**config.mk**
```make
export PLATFORM = sky130hd
export DESIGN_NAME = pipeline_ctrl_flat
export DESIGN_NICKNAME = d
export VERILOG_FILES = /design/src/rtl/pipeline_ctrl_pkg.sv /design/src/rtl/pipeline_ctrl_if.sv /design/src/rtl/pipeline_ctrl_hazard_scoreboard.sv /design/src/rtl/pipeline_ctrl.sv /design/src/flat_wrapper.sv
export SDC_FILE = /design/constraint.sdc
export NUM_CORES = 1
export LEC_CHECK = 0
export BUFFER_PORTS_ARGS = -buffer_cell sky130_fd_sc_hd__buf_2
export CORE_MARGIN = 2
export CORE_UTILIZATION = 25
export DETAILED_ROUTE_END_ITERATION = 8
export GPL_TIMING_DRIVEN = 1
export PLACE_DENSITY_LB_ADDON = 0.3
export SLEW_MARGIN = 20
export SYNTH_ARGS = -nofsm -noshare
export SYNTH_HDL_FRONTEND = slang
export SYNTH_HIERARCHICAL = 1
export SYNTH_SLANG_ARGS = --single-unit
```
**constraint.sdc**
```tcl
create_clock -name clk_in -period 1.9 [get_ports clk_in]
set_input_delay 0.19 -clock clk_in [delete_from_list [all_inputs] [get_ports clk_in]]
set_output_delay 0.19 -clock clk_in [all_outputs]
set_load 0.005 [all_outputs]
```
**src/rtl/pipeline_ctrl_pkg.sv**
```systemverilog
// rtl/pipeline_ctrl_pkg.sv - shared constants, FSM states and scoreboard slot type for pipeline_ctrl
package pipeline_ctrl_pkg;

  localparam logic [1:0] FWD_REG = 2'b00;
  localparam logic [1:0] FWD_XM  = 2'b01;
  localparam logic [1:0] FWD_MW  = 2'b10;

  typedef enum logic {
    ST_RUN      = 1'b0,
    ST_MUL_WAIT = 1'b1
  } state_t;

  typedef struct packed {
    logic       valid;
    logic       we;
    logic [4:0] dest;
    logic       is_load;
    logic [4:0] rs;
    logic [4:0] rt;
  } slot_t;

  localparam slot_t SLOT_EMPTY = '0;

  // Unused sources are carried as r0, so a dest of r0 never produces a hit.
  function automatic logic slot_match(input logic       valid,
                                      input logic       we,
                                      input logic [4:0] dest,
                                      input logic [4:0] src);
    return valid & we & (dest == src) & (dest != 5'd0);
  endfunction

endpackage

```
**src/rtl/pipeline_ctrl_if.sv**
```systemverilog
// rtl/pipeline_ctrl_if.sv - decode-side request and hazard-control response bundle
interface pipeline_ctrl_if;

  logic       d_valid;
  logic [4:0] d_rs;
  logic [4:0] d_rt;
  logic       d_uses_rs;
  logic       d_uses_rt;
  logic       d_wb_we;
  logic [4:0] d_wb_reg_addr;
  logic       d_is_load;
  logic       d_is_mul;
  logic       x_redirect;

  logic       stall;
  logic       bubble;
  logic       flush;
  logic [1:0] fwd_a_sel;
  logic [1:0] fwd_b_sel;
  logic       mul_busy;

  modport master (
    output d_valid, d_rs, d_rt, d_uses_rs, d_uses_rt, d_wb_we, d_wb_reg_addr,
           d_is_load, d_is_mul, x_redirect,
    input  stall, bubble, flush, fwd_a_sel, fwd_b_sel, mul_busy
  );

  modport slave (
    input  d_valid, d_rs, d_rt, d_uses_rs, d_uses_rt, d_wb_we, d_wb_reg_addr,
           d_is_load, d_is_mul, x_redirect,
    output stall, bubble, flush, fwd_a_sel, fwd_b_sel, mul_busy
  );

endinterface

```
**src/rtl/pipeline_ctrl_hazard_scoreboard.sv**
```systemverilog
// rtl/pipeline_ctrl_hazard_scoreboard.sv - X/M/W shadow slots and RAW match logic; FORWARD_EN selects load-use-only stalls plus forwarding
module pipeline_ctrl_hazard_scoreboard
  import pipeline_ctrl_pkg::*;
(
  input  logic       clk_in,
  input  logic       rst_in,
  input  logic       freeze_x,
  input  slot_t      x_entry,
  input  logic [4:0] d_rs,
  input  logic [4:0] d_rt,
  output logic       hazard,
  output logic [1:0] fwd_a_sel,
  output logic [1:0] fwd_b_sel
);

  slot_t x_q;
  slot_t m_q;
  slot_t w_q;
  logic  x_hit;
  logic  unused_fields;

  // While a MUL holds execute, X keeps its contents and M is fed bubbles.
  always_ff @(posedge clk_in or posedge rst_in) begin
    if (rst_in) begin
      x_q <= SLOT_EMPTY;
      m_q <= SLOT_EMPTY;
      w_q <= SLOT_EMPTY;
    end else begin
      w_q <= m_q;
      if (freeze_x) begin
        m_q <= SLOT_EMPTY;
      end else begin
        m_q <= x_q;
        x_q <= x_entry;
      end
    end
  end

  assign x_hit = slot_match(x_q.valid, x_q.we, x_q.dest, d_rs) |
                 slot_match(x_q.valid, x_q.we, x_q.dest, d_rt);

`ifdef FORWARD_EN
  logic m_hit_a;
  logic m_hit_b;
  logic w_hit_a;
  logic w_hit_b;

  // A load in M has no result on the X/M bus yet, so it may only forward from W.
  assign m_hit_a = slot_match(m_q.valid, m_q.we, m_q.dest, x_q.rs) & ~m_q.is_load;
  assign m_hit_b = slot_match(m_q.valid, m_q.we, m_q.dest, x_q.rt) & ~m_q.is_load;
  assign w_hit_a = slot_match(w_q.valid, w_q.we, w_q.dest, x_q.rs);
  assign w_hit_b = slot_match(w_q.valid, w_q.we, w_q.dest, x_q.rt);

  assign fwd_a_sel = m_hit_a ? FWD_XM : (w_hit_a ? FWD_MW : FWD_REG);
  assign fwd_b_sel = m_hit_b ? FWD_XM : (w_hit_b ? FWD_MW : FWD_REG);
  assign hazard    = x_q.is_load & x_hit;

  assign unused_fields = ^{m_q.rs, m_q.rt, w_q.is_load, w_q.rs, w_q.rt};
`else
  logic m_hit;
  logic w_hit;

  // No write-through register file: a producer still in W blocks its consumer too.
  assign m_hit = slot_match(m_q.valid, m_q.we, m_q.dest, d_rs) |
                 slot_match(m_q.valid, m_q.we, m_q.dest, d_rt);
  assign w_hit = slot_match(w_q.valid, w_q.we, w_q.dest, d_rs) |
                 slot_match(w_q.valid, w_q.we, w_q.dest, d_rt);

  assign hazard    = x_hit | m_hit | w_hit;
  assign fwd_a_sel = FWD_REG;
  assign fwd_b_sel = FWD_REG;

  assign unused_fields = ^{x_q.is_load, x_q.rs, x_q.rt,
                           m_q.is_load, m_q.rs, m_q.rt,
                           w_q.is_load, w_q.rs, w_q.rt};
`endif

endmodule

```
**src/rtl/pipeline_ctrl.sv**
```systemverilog
// rtl/pipeline_ctrl.sv - MIPS 5-stage hazard, redirect and MUL sequencing controller; FORWARD_EN enables forwarding
module pipeline_ctrl
  import pipeline_ctrl_pkg::*;
#(
  parameter int MUL_CYCLES = 3
) (
  input logic            clk_in,
  input logic            rst_in,
  pipeline_ctrl_if.slave ctrl
);

  localparam int               CNT_W     = (MUL_CYCLES > 1) ? $clog2(MUL_CYCLES) : 1;
  localparam bit               MUL_MULTI = (MUL_CYCLES > 1);
  localparam logic [CNT_W-1:0] CNT_LOAD  = CNT_W'(MUL_CYCLES - 1);
  localparam logic [CNT_W-1:0] CNT_ONE   = CNT_W'(1);

  state_t           state_q;
  state_t           state_d;
  logic [CNT_W-1:0] cnt_q;
  logic [CNT_W-1:0] cnt_d;
  logic             flush_q;

  logic       mul_wait;
  logic       hazard;
  logic       stall_c;
  logic       entry_valid;
  logic       freeze_x;
  logic [4:0] rs_src;
  logic [4:0] rt_src;
  slot_t      x_entry;
  logic [1:0] fwd_a;
  logic [1:0] fwd_b;

  assign mul_wait = (state_q == ST_MUL_WAIT);
  assign rs_src   = ctrl.d_uses_rs ? ctrl.d_rs : 5'd0;
  assign rt_src   = ctrl.d_uses_rt ? ctrl.d_rt : 5'd0;
  assign stall_c  = (ctrl.d_valid & hazard) | mul_wait;

  // After an unstalled redirect, decode holds the killed fetch; keep it out of X.
  assign entry_valid = ctrl.d_valid & ~stall_c & ~flush_q;
  assign freeze_x    = mul_wait & (cnt_q != CNT_ONE);

  always_comb begin
    x_entry = SLOT_EMPTY;
    if (entry_valid) begin
      x_entry.valid   = 1'b1;
      x_entry.we      = ctrl.d_wb_we;
      x_entry.dest    = ctrl.d_wb_reg_addr;
      x_entry.is_load = ctrl.d_is_load;
      x_entry.rs      = rs_src;
      x_entry.rt      = rt_src;
    end
  end

  pipeline_ctrl_hazard_scoreboard u_hazard_scoreboard (
    .clk_in    (clk_in),
    .rst_in    (rst_in),
    .freeze_x  (freeze_x),
    .x_entry   (x_entry),
    .d_rs      (rs_src),
    .d_rt      (rt_src),
    .hazard    (hazard),
    .fwd_a_sel (fwd_a),
    .fwd_b_sel (fwd_b)
  );

  always_comb begin
    state_d = state_q;
    cnt_d   = cnt_q;
    case (state_q)
      ST_RUN: begin
        if (MUL_MULTI && entry_valid && ctrl.d_is_mul) begin
          state_d = ST_MUL_WAIT;
          cnt_d   = CNT_LOAD;
        end
      end
      ST_MUL_WAIT: begin
        if (cnt_q == CNT_ONE) begin
          state_d = ST_RUN;
          cnt_d   = '0;
        end else begin
          cnt_d = cnt_q - CNT_ONE;
        end
      end
      default: begin
        state_d = ST_RUN;
        cnt_d   = '0;
      end
    endcase
  end

  // A redirect raised while stalled leaves the delay slot in decode, so it must not arm the kill.
  always_ff @(posedge clk_in or posedge rst_in) begin
    if (rst_in) begin
      state_q <= ST_RUN;
      cnt_q   <= '0;
      flush_q <= 1'b0;
    end else begin
      state_q <= state_d;
      cnt_q   <= cnt_d;
      flush_q <= ctrl.x_redirect & ~stall_c;
    end
  end

  assign ctrl.stall     = stall_c;
  assign ctrl.bubble    = stall_c;
  assign ctrl.flush     = ctrl.x_redirect & ~rst_in;
  assign ctrl.mul_busy  = mul_wait;
  assign ctrl.fwd_a_sel = fwd_a;
  assign ctrl.fwd_b_sel = fwd_b;

endmodule

```
**src/flat_wrapper.sv**
```systemverilog
// flat-port wrapper written by rule: the top's interface ports become plain ports
module pipeline_ctrl_flat import pipeline_ctrl_pkg::*;
#(
  parameter int MUL_CYCLES = 3
)
  (clk_in, rst_in, ctrl_d_valid, ctrl_d_rs, ctrl_d_rt, ctrl_d_uses_rs, ctrl_d_uses_rt, ctrl_d_wb_we, ctrl_d_wb_reg_addr, ctrl_d_is_load, ctrl_d_is_mul, ctrl_x_redirect, ctrl_stall, ctrl_bubble, ctrl_flush, ctrl_fwd_a_sel, ctrl_fwd_b_sel, ctrl_mul_busy);
  pipeline_ctrl_if ctrl_i ();
  input logic clk_in;
  input logic rst_in;
  input wire logic [$bits(ctrl_i.d_valid)-1:0] ctrl_d_valid;
  input wire logic [$bits(ctrl_i.d_rs)-1:0] ctrl_d_rs;
  input wire logic [$bits(ctrl_i.d_rt)-1:0] ctrl_d_rt;
  input wire logic [$bits(ctrl_i.d_uses_rs)-1:0] ctrl_d_uses_rs;
  input wire logic [$bits(ctrl_i.d_uses_rt)-1:0] ctrl_d_uses_rt;
  input wire logic [$bits(ctrl_i.d_wb_we)-1:0] ctrl_d_wb_we;
  input wire logic [$bits(ctrl_i.d_wb_reg_addr)-1:0] ctrl_d_wb_reg_addr;
  input wire logic [$bits(ctrl_i.d_is_load)-1:0] ctrl_d_is_load;
  input wire logic [$bits(ctrl_i.d_is_mul)-1:0] ctrl_d_is_mul;
  input wire logic [$bits(ctrl_i.x_redirect)-1:0] ctrl_x_redirect;
  output wire logic [$bits(ctrl_i.stall)-1:0] ctrl_stall;
  output wire logic [$bits(ctrl_i.bubble)-1:0] ctrl_bubble;
  output wire logic [$bits(ctrl_i.flush)-1:0] ctrl_flush;
  output wire logic [$bits(ctrl_i.fwd_a_sel)-1:0] ctrl_fwd_a_sel;
  output wire logic [$bits(ctrl_i.fwd_b_sel)-1:0] ctrl_fwd_b_sel;
  output wire logic [$bits(ctrl_i.mul_busy)-1:0] ctrl_mul_busy;
  assign ctrl_i.d_valid = ctrl_d_valid;
  assign ctrl_i.d_rs = ctrl_d_rs;
  assign ctrl_i.d_rt = ctrl_d_rt;
  assign ctrl_i.d_uses_rs = ctrl_d_uses_rs;
  assign ctrl_i.d_uses_rt = ctrl_d_uses_rt;
  assign ctrl_i.d_wb_we = ctrl_d_wb_we;
  assign ctrl_i.d_wb_reg_addr = ctrl_d_wb_reg_addr;
  assign ctrl_i.d_is_load = ctrl_d_is_load;
  assign ctrl_i.d_is_mul = ctrl_d_is_mul;
  assign ctrl_i.x_redirect = ctrl_x_redirect;
  assign ctrl_stall = ctrl_i.stall;
  assign ctrl_bubble = ctrl_i.bubble;
  assign ctrl_flush = ctrl_i.flush;
  assign ctrl_fwd_a_sel = ctrl_i.fwd_a_sel;
  assign ctrl_fwd_b_sel = ctrl_i.fwd_b_sel;
  assign ctrl_mul_busy = ctrl_i.mul_busy;
  pipeline_ctrl #(.MUL_CYCLES(MUL_CYCLES)) u_core (.clk_in(clk_in), .rst_in(rst_in), .ctrl(ctrl_i));
endmodule
```
* Yosys cells after proc, flatten, opt, wreduce, memory -nomap -nowiden
Index checks and enable logic that the tools add are counted.
** Word-level totals
- Input port bits :: 24
- Output and inout bits :: 8
- Logic and storage cells :: 70
- Bits in registers :: 36
** Operators by class
- Add/sub/neg operators :: 1
- Bitwise gates (word level) :: 31
- Muxes and demuxes :: 10
- Reduce and logical (&&, ||, !) cells :: 4
- Eq/ne operators :: 9
** Operator list (count)
- 18-bit two-way mux :: 2
- 5-bit == test :: 6
- 1-bit bitwise AND :: 21
- 5-bit nonzero test :: 3
- 5-bit two-way mux :: 2
- 1-bit bitwise OR :: 6
- 2-bit two-way mux :: 2
- 2-bit by 1-bit != test with 1-bit output, second input constant :: 2
- 1-bit NOT :: 4
- 2-bit case mux with 2 select lines :: 1
- 2-bit by 1-bit == test with 1-bit output, second input constant :: 1
- 1-bit two-way mux :: 2
- 1-bit case mux with 2 select lines :: 1
- 2-bit by 1-bit subtractor with 2-bit output, second input constant :: 1
- 1-bit logical AND :: 1

* Longest topological paths before layout
Gate-level depths: netlist of run 1.
- Depth after elaboration :: 15
- Mapped depth :: 9
- Gate-level depth less buffers :: 9

* By module
Netlist of run 1, hierarchy kept.
** Modules (own cells, without submodules)
- pipeline_ctrl_hazard_scoreboard :: cells an instance 94, seq. area each 525.5 um^2, times used 1, area each 1081.0 um^2
- pipeline_ctrl :: cells an instance 49, seq. area each 100.1 um^2, times used 1, area each 407.9 um^2

* Worst setup path after synthesis of run 1
Ideal clock, no wire load.
- Kind :: flip-flop to flip-flop
- Start :: register u_core/u_hazard_scoreboard/x_q[13] in the netlist's numbering
- End :: register u_core/u_hazard_scoreboard/x_q[11] in the netlist's numbering
- Clock period less this slack :: 2.053 ns
- Setup slack :: -0.153 ns
- Setup time :: 0.065 ns
- Stages on the path, launching flop included :: 7
- Required time :: 1.835 ns
- Arrival time :: 1.988 ns
- Path through :: dfrtp_1 or4_1 o2111ai_1 nand3_1 nor4b_4 and2_1 mux2_2
** RTL lines
- start, declared :: RTL line pipeline_ctrl_hazard_scoreboard.sv:16 : slot_t x_q;
- start signal, assigned :: RTL line pipeline_ctrl_hazard_scoreboard.sv:34 : x_q <= x_entry;

* Worst setup path after layout of run 1
- Start :: register u_core/u_hazard_scoreboard/w_q[12] in the netlist's numbering
- End :: output ctrl_bubble
** Between the ends
- Longest elaborated chain between the ends :: 7
- Elaborated cells between the ends (all ways) :: 11
- Those cells by class :: eq/ne: 2; bitwise: 8; reduce/logical: 1
** RTL lines
- start, declared :: RTL line pipeline_ctrl_hazard_scoreboard.sv:18 : slot_t w_q;
- start signal, assigned :: RTL line pipeline_ctrl_hazard_scoreboard.sv:29 : w_q <= m_q;
- 5-bit == test :: RTL line pipeline_ctrl_pkg.sv:29 : return valid & we & (dest == src) & (dest != 5'd0);
- 1-bit bitwise AND (2 in series) :: RTL line pipeline_ctrl_pkg.sv:29
- 1-bit bitwise OR (*) :: RTL line pipeline_ctrl_hazard_scoreboard.sv:66 : assign w_hit = slot_match(w_q.valid, w_q.we, w_q.dest, d_rs) |
- 1-bit bitwise OR (*) :: RTL line pipeline_ctrl_hazard_scoreboard.sv:69 : assign hazard = x_hit | m_hit | w_hit;
- named net u_core.hazard :: RTL line pipeline_ctrl.sv:24 : logic hazard;
- 1-bit bitwise AND (*) :: RTL line pipeline_ctrl.sv:37 : assign stall_c = (ctrl.d_valid & hazard) | mul_wait;
- 1-bit bitwise OR (*) :: RTL line pipeline_ctrl.sv:37
- end, declared :: RTL line flat_wrapper.sv:21 : output wire logic [$bits(ctrl_i.bubble)-1:0] ctrl_bubble;
The timed path passes the listed nets; every way through them passes the cells marked *.

==> impl_metrics.csv, run 1 <==
group,metric,value,unit
clock_network,cts_buffer_depth,2,
global_route,antenna_found_initial,0,
floorplan,coreArea,5510,um2
timing,finalCritPeriodShare,1.15,
power_and_ir_drop,combPwrFrac,0.488,
setup_path,end_kind,"output pin",
floorplan,die_w,79.4,um
timing,finalSetupViolCount,12,
timing,skew,11.4,ps
floorplan,dieArea,6300,um2
timing,slew_violations,0,
finish,final_cell_mix,"xnor2_1, buf_2, dfrtp_1",
power_and_ir_drop,powerDensity,1200,nW/um2
timing,whs,142,ps
timing,clock.fmax,457,MHz
finish,final_area,1960,um2
worst_hold_path,holdPathStages,2,
setup_path,cp_max_fo,3,
worst_hold_path,hp-class,"in2reg",
clock_network,insertion_delay,270,ps
floorplan,row_count,27,
finish,diodes,0,
setup_path,cp_num_buf_inv,2,
run,maxCapViolations,0,
power_and_ir_drop,power.share.sequential,0.368,
setup_path,arrival,2000,ps
logic_synthesis,synthCells,132,
detailed_routing,drc_errors,0,
place,io_buffers,26,
logic_synthesis,synth_area,1420,um2
global_route,grt_pass1_vias,1097,
clock_network,htree_levels,1,
setup_path,max_stage_delay,550,ps
finish,fin_nets,208,
finish,drive_above_1_share,0.418,
setup_path,crit_chain,"or4_4 -> o2111ai_4 -> nand3_2 -> buf_4 -> a21o_1 -> buf_2",
finish,fin_util,0.357,
timing,setup_ws,-290,ps
setup_path,path_class,"reg2out",
detailed_routing,drtPass1Iterations,4,
power_and_ir_drop,switching_share,0.351,
status,outcome,"finished with violations",
global_route,grt_max_degree,22,
global_route,gr-usage-all-layers,0.104,
detailed_routing,vias,1042,
finish,syn_to_final_growth,38.2,%
detailed_routing,drt-initial-drc-count,51,
clock_network,cts_buffers,3,
global_route,grt_pass1_wl,5130,um
setup_path,crit_cells,6,
timing,finalHoldViolCount,0,
status,violations,"setup timing",
setup_path,slowest_stage,"or4_4",
place,placed_cell_area,1760,um2
setup_path,rr_worst_depth,8,
timing,rsz0062_at_grt,"true",
power_and_ir_drop,p_switching,0.828,mW
clock_network,root_buffer,"clkbuf_8",
detailed_routing,routed_wl,3000,um
power_and_ir_drop,p_leak,0.914,nW
power_and_ir_drop,p_int,1.53,mW
setup_path,cp_top_family,"simple AND/OR/NAND/NOR gates",
place,globalplace.congestion,0.752,
logic_synthesis,ys_warn_count,6,
floorplan,die_h,79.4,um
finish,final_common_cell,"xnor2_1",
setup_path,start_kind,"flop",
global_route,overflow,0,
power_and_ir_drop,max-vdd-ir-drop,0.000647,V
power_and_ir_drop,clkPwrFrac,0.144,
clock_network,cts_sinks,25,
clock_network,tritoncts,"done",
setup_path,required,1710,ps
detailed_routing,drtAntennaViolNets,0,
detailed_routing,viasPerCell,4.10,
logic_synthesis,syn_area_per_cell,10.8,um2
timing,min_period,2190,ps
detailed_routing,post_drt_wl_per_cell,11.8,um
place,dp_hpwl,2320,um
floorplan,num_io_pins,32,
clock_network,clk_pin_slew,100,ps
floorplan,initial_core_util,0.258,
area by class of cell:
| class | count | area (um2) |
|---|---|---|
| fillers | 539 | 3540 |
| clock inverters | 1 | 8.76 |
| multi-input cells | 99 | 850 |
| repair buffers | 50 | 333 |
| clock buffers | 3 | 41.3 |
| inverters | 4 | 15.0 |
| well taps | 72 | 90.1 |
| flip-flops and latches | 25 | 626 |
per-layer routing:
metal / wire [um] / up-vias / global-route usage
met4: 10 / 0 / 0.0259
met5: 0 / - / 0
met3: 130 / 2 / 0.0158
met2: 1460 / 29 / 0.183
li1: - / 527 / -
met1: 1400 / 484 / 0.133
sequential cells by signal, indices dropped and copies added, names as in the netlist:
register / count
u_core/flush_q: 1
u_core/u_hazard_scoreboard/m_q: 7
u_core/u_hazard_scoreboard/x_q: 7
u_core/cnt_q: 2
u_core/u_hazard_scoreboard/w_q: 7
u_core/ctrl.mul_busy: 1
power by group through the flow:
stage | sequential (mW) | clock, mW | combinational, mW
2_1_floorplan | 0.859 | 0 | 0.635
3_3_place_gp | 0.852 | 0 | 0.967
3_5_place_dp | 0.857 | 0 | 0.975
4_1_cts | 0.860 | 0.349 | 1.06
5_1_grt | 0.891 | 0.383 | 1.28
6_report | 0.866 | 0.339 | 1.15
stage by stage:
| stage | setup WS [ps] | TNS (ps) | cells | power, mW |
|---|---|---|---|---|
| global placement | -212 | -1760 | 246 | 1.82 |
| detailed placement | -216 | -1810 | 246 | 1.83 |
| finish | -290 | -2350 | 254 | 2.36 |
| global route | -397 | -3670 | 254 | 2.55 |
| floorplan | -49.8 | -312 | 135 | 1.49 |
| CTS | -287 | -2390 | 252 | 2.27 |
timing repair:
| action | in CTS | in global routing |
|---|---|---|
| resized for setup | 10 | 14 |
| endpoints found under the setup margin | 12 | 12 |
| buffers inserted | 1 | 2 |
| cloned | 0 | 0 |
| hold buffers | 1 | 0 |
| pin swaps | 4 | 8 |
| endpoints found under the hold margin | 25 | 0 |
path summary, 6_finish.rpt:
kind	end	slack, ps	startpoint
setup / recovery	ctrl_bubble	-290	u_core/u_hazard_scoreboard/w_q[12]$_DFF_PP0_
hold / removal	u_core/ctrl.mul_busy$_DFF_PP0_	140	ctrl_d_is_mul
setup reg to reg	u_core/u_hazard_scoreboard/x_q[13]$_DFFE_PP0N_	-240	u_core/u_hazard_scoreboard/w_q[12]$_DFF_PP0_
hold reg to reg	u_core/u_hazard_scoreboard/w_q[17]$_DFF_PP0_	430	u_core/u_hazard_scoreboard/m_q[17]$_DFF_PP0_
max in group asynchronous	u_core/u_hazard_scoreboard/w_q[13]$_DFF_PP0_	1150	rst_in
min in group asynchronous	u_core/flush_q$_DFF_PP0_	350	rst_in
(Power assumes the default switching activity.)
==> inputs of run 2 (changes only) <==
--- a/config.mk
+++ b/config.mk
@@ -6,11 +6,13 @@
 export NUM_CORES = 1
 export LEC_CHECK = 0
 export BUFFER_PORTS_ARGS = -buffer_cell sky130_fd_sc_hd__buf_2
+export CORE_ASPECT_RATIO = 1.2
 export CORE_MARGIN = 2
 export CORE_UTILIZATION = 25
 export DETAILED_ROUTE_END_ITERATION = 8
 export GPL_TIMING_DRIVEN = 1
 export PLACE_DENSITY_LB_ADDON = 0.3
+export RECOVER_POWER = 25
 export SLEW_MARGIN = 20
 export SYNTH_ARGS = -nofsm -noshare
 export SYNTH_HDL_FRONTEND = slang
==> run 2 against run 1 <==
  * The run still ends with setup timing left
  * Non-clock buffer count is 2 higher
  * Count of clock-buffer cells in the layout unchanged
  * First-iteration DRC count is 39% lower
  * Largest cell class unchanged
==> impl_metrics.csv, run 2 (same netlist as run 1, synthesis figures left out) <==
group,metric,value,unit
clock_network,insertion_delay,260,ps
global_route,grt_pass1_vias,1035,
clock_network,cts_buffers,3,
floorplan,die_h,86.6,um
status,violations,"setup timing",
setup_path,crit_start,"u_core/u_hazard_scoreboard/w_q[12]$_DFF_PP0_",
finish,syn_to_final_growth,33.0,%
detailed_routing,drtPass1Iterations,3,
setup_path,arrival,1950,ps
timing,rsz0062_at_grt,"true",
floorplan,num_io_pins,32,
place,dp_hpwl,2360,um
detailed_routing,post_drt_wl_per_cell,11.7,um
place,io_buffers,26,
global_route,grt_use_met1,0.116,
global_route,grt_pass1_wl,4600,um
finish,final_common_cell,"xnor2_1",
global_route,grt.busiest_layer,"met2",
worst_hold_path,hp-class,"in2reg",
timing,whs,144,ps
timing,min_period,2140,ps
timing,finalHoldViolCount,0,
run,maxCapViolations,0,
power_and_ir_drop,powerDensity,1200,nW/um2
timing,setup_ws,-239,ps
global_route,gr-usage-all-layers,0.0946,
finish,biggestRegsByFlops,"u_core/u_hazard_scoreboard/m_q (7), u_core/u_hazard_scoreboard/w_q (7), u_core/u_hazard_scoreboard/x_q (7)",
global_route,grt_max_degree,22,
floorplan,die_w,72.8,um
clock_network,root_buffer,"clkbuf_8",
setup_path,end_kind,"output pin",
finish,fin_util,0.340,
detailed_routing,vias,1050,
finish,fin_nets,210,
clock_network,clk_pin_slew,90,ps
timing,finalCritPeriodShare,1.13,
clock_network,cts_sinks,25,
setup_path,start_kind,"flop",
floorplan,row_count,30,
global_route,use_met3,0.0140,
setup_path,r2r_end,"u_core/u_hazard_scoreboard/x_q[15]$_DFFE_PP0N_",
timing,fin_tns_setup,-2000,ps
setup_path,crit_path_end,"ctrl_bubble",
detailed_routing,routed_wl,2900,um
setup_path,r2r_start,"u_core/u_hazard_scoreboard/w_q[12]$_DFF_PP0_",
detailed_routing,drc_errors,0,
timing,finalSetupViolCount,12,
global_route,antenna_found_initial,0,
clock_network,tritoncts,"done",
power_and_ir_drop,max-vdd-ir-drop,0.000451,V
setup_path,cp_max_fo,3,
timing,skew,8.00,ps
setup_path,rr_worst_depth,8,
setup_path,reg2reg_slack,-210,ps
place,dpl_worst_slack,-249,ps
place,globalplace.congestion,0.802,
finish,final_cell_mix,"xnor2_1, buf_2, dfrtp_1",
finish,drive_above_1_share,0.375,
global_route,gr-usage-met2,0.171,
setup_path,path_class,"reg2out",
power_and_ir_drop,p_leak,0.886,nW
worst_hold_path,holdPathStages,2,
floorplan,coreArea,5560,um2
setup_path,required,1710,ps
floorplan,dieArea,6300,um2
detailed_routing,drtAntennaViolNets,0,
detailed_routing,viasPerCell,4.23,
finish,diodes,0,
clock_network,cts_buffer_depth,2,
clock_network,htree_levels,1,
detailed_routing,drt-initial-drc-count,31,
timing,slew_violations,0,
status,outcome,"finished with violations",
global_route,overflow,0,
timing,clock.fmax,467,MHz
floorplan,initial_core_util,0.256,
-- run 2: cell type report --
type	count	area [um2]
well taps	64	80.1
inverters	4	15.0
multi-input cells	99	806
clock buffers	3	41.3
flip-flops and latches	25	626
repair buffers	52	315
clock inverters	1	5.00
fillers	561	3670
-- run 2: how the worst min path moves through the flow --
stage                             start  slack (ps)                             end
final                     ctrl_d_is_mul         140  u_core/ctrl.mul_busy$_DFF_PP0_
after global routing      ctrl_d_is_mul         140  u_core/ctrl.mul_busy$_DFF_PP0_
after CTS                 ctrl_d_is_mul         140  u_core/ctrl.mul_busy$_DFF_PP0_
after detailed placement         rst_in         100        u_core/flush_q$_DFF_PP0_
after global placement           rst_in         100        u_core/flush_q$_DFF_PP0_
after floorplan                  rst_in         -40     u_core/cnt_q[0]$_DFFE_PP0P_
-- run 2: power by group --
part	total (mW)	switching, mW	internal, mW
sequential	0.860	0.156	0.704
clock	0.300	0.154	0.146
combinational	1.10	0.456	0.646
-- run 2: repair_timing --
action / 4_1_cts / 5_1_grt
endpoints found under the setup margin: 12 / 12
hold endpoints to repair: 25 / 0
gates cloned: 0 / 0
hold buffers: 1 / 0
gates resized for setup: 7 / 7
pin swaps: 1 / 2
buffers inserted: 2 / 0
-- run 2: critical path, cell delays in order (launching register included) --
cell and delay [ps]:
dfrtp_1 380, or4_4 550, o2111ai_4 200, nand3_2 120
buf_4 150, a21o_1 170, buf_2 130
-- run 2: stage by stage --
step                      power, mW  area (um2)  instances
after CTS                      2.25        1870        249
after global routing           2.44        1890        248
after global placement         1.84        1770        242
after detailed placement       1.86        1770        242
after floorplan                1.49        1430        135
final                          2.26        1890        248
-- run 2: per-layer routing --
layer  wire length (um)  vias to the layer above
met5                  0                        -
met4                  9                        0
met3                103                        2
met2               1530                       22
met1               1250                      495
li1                   -                      531
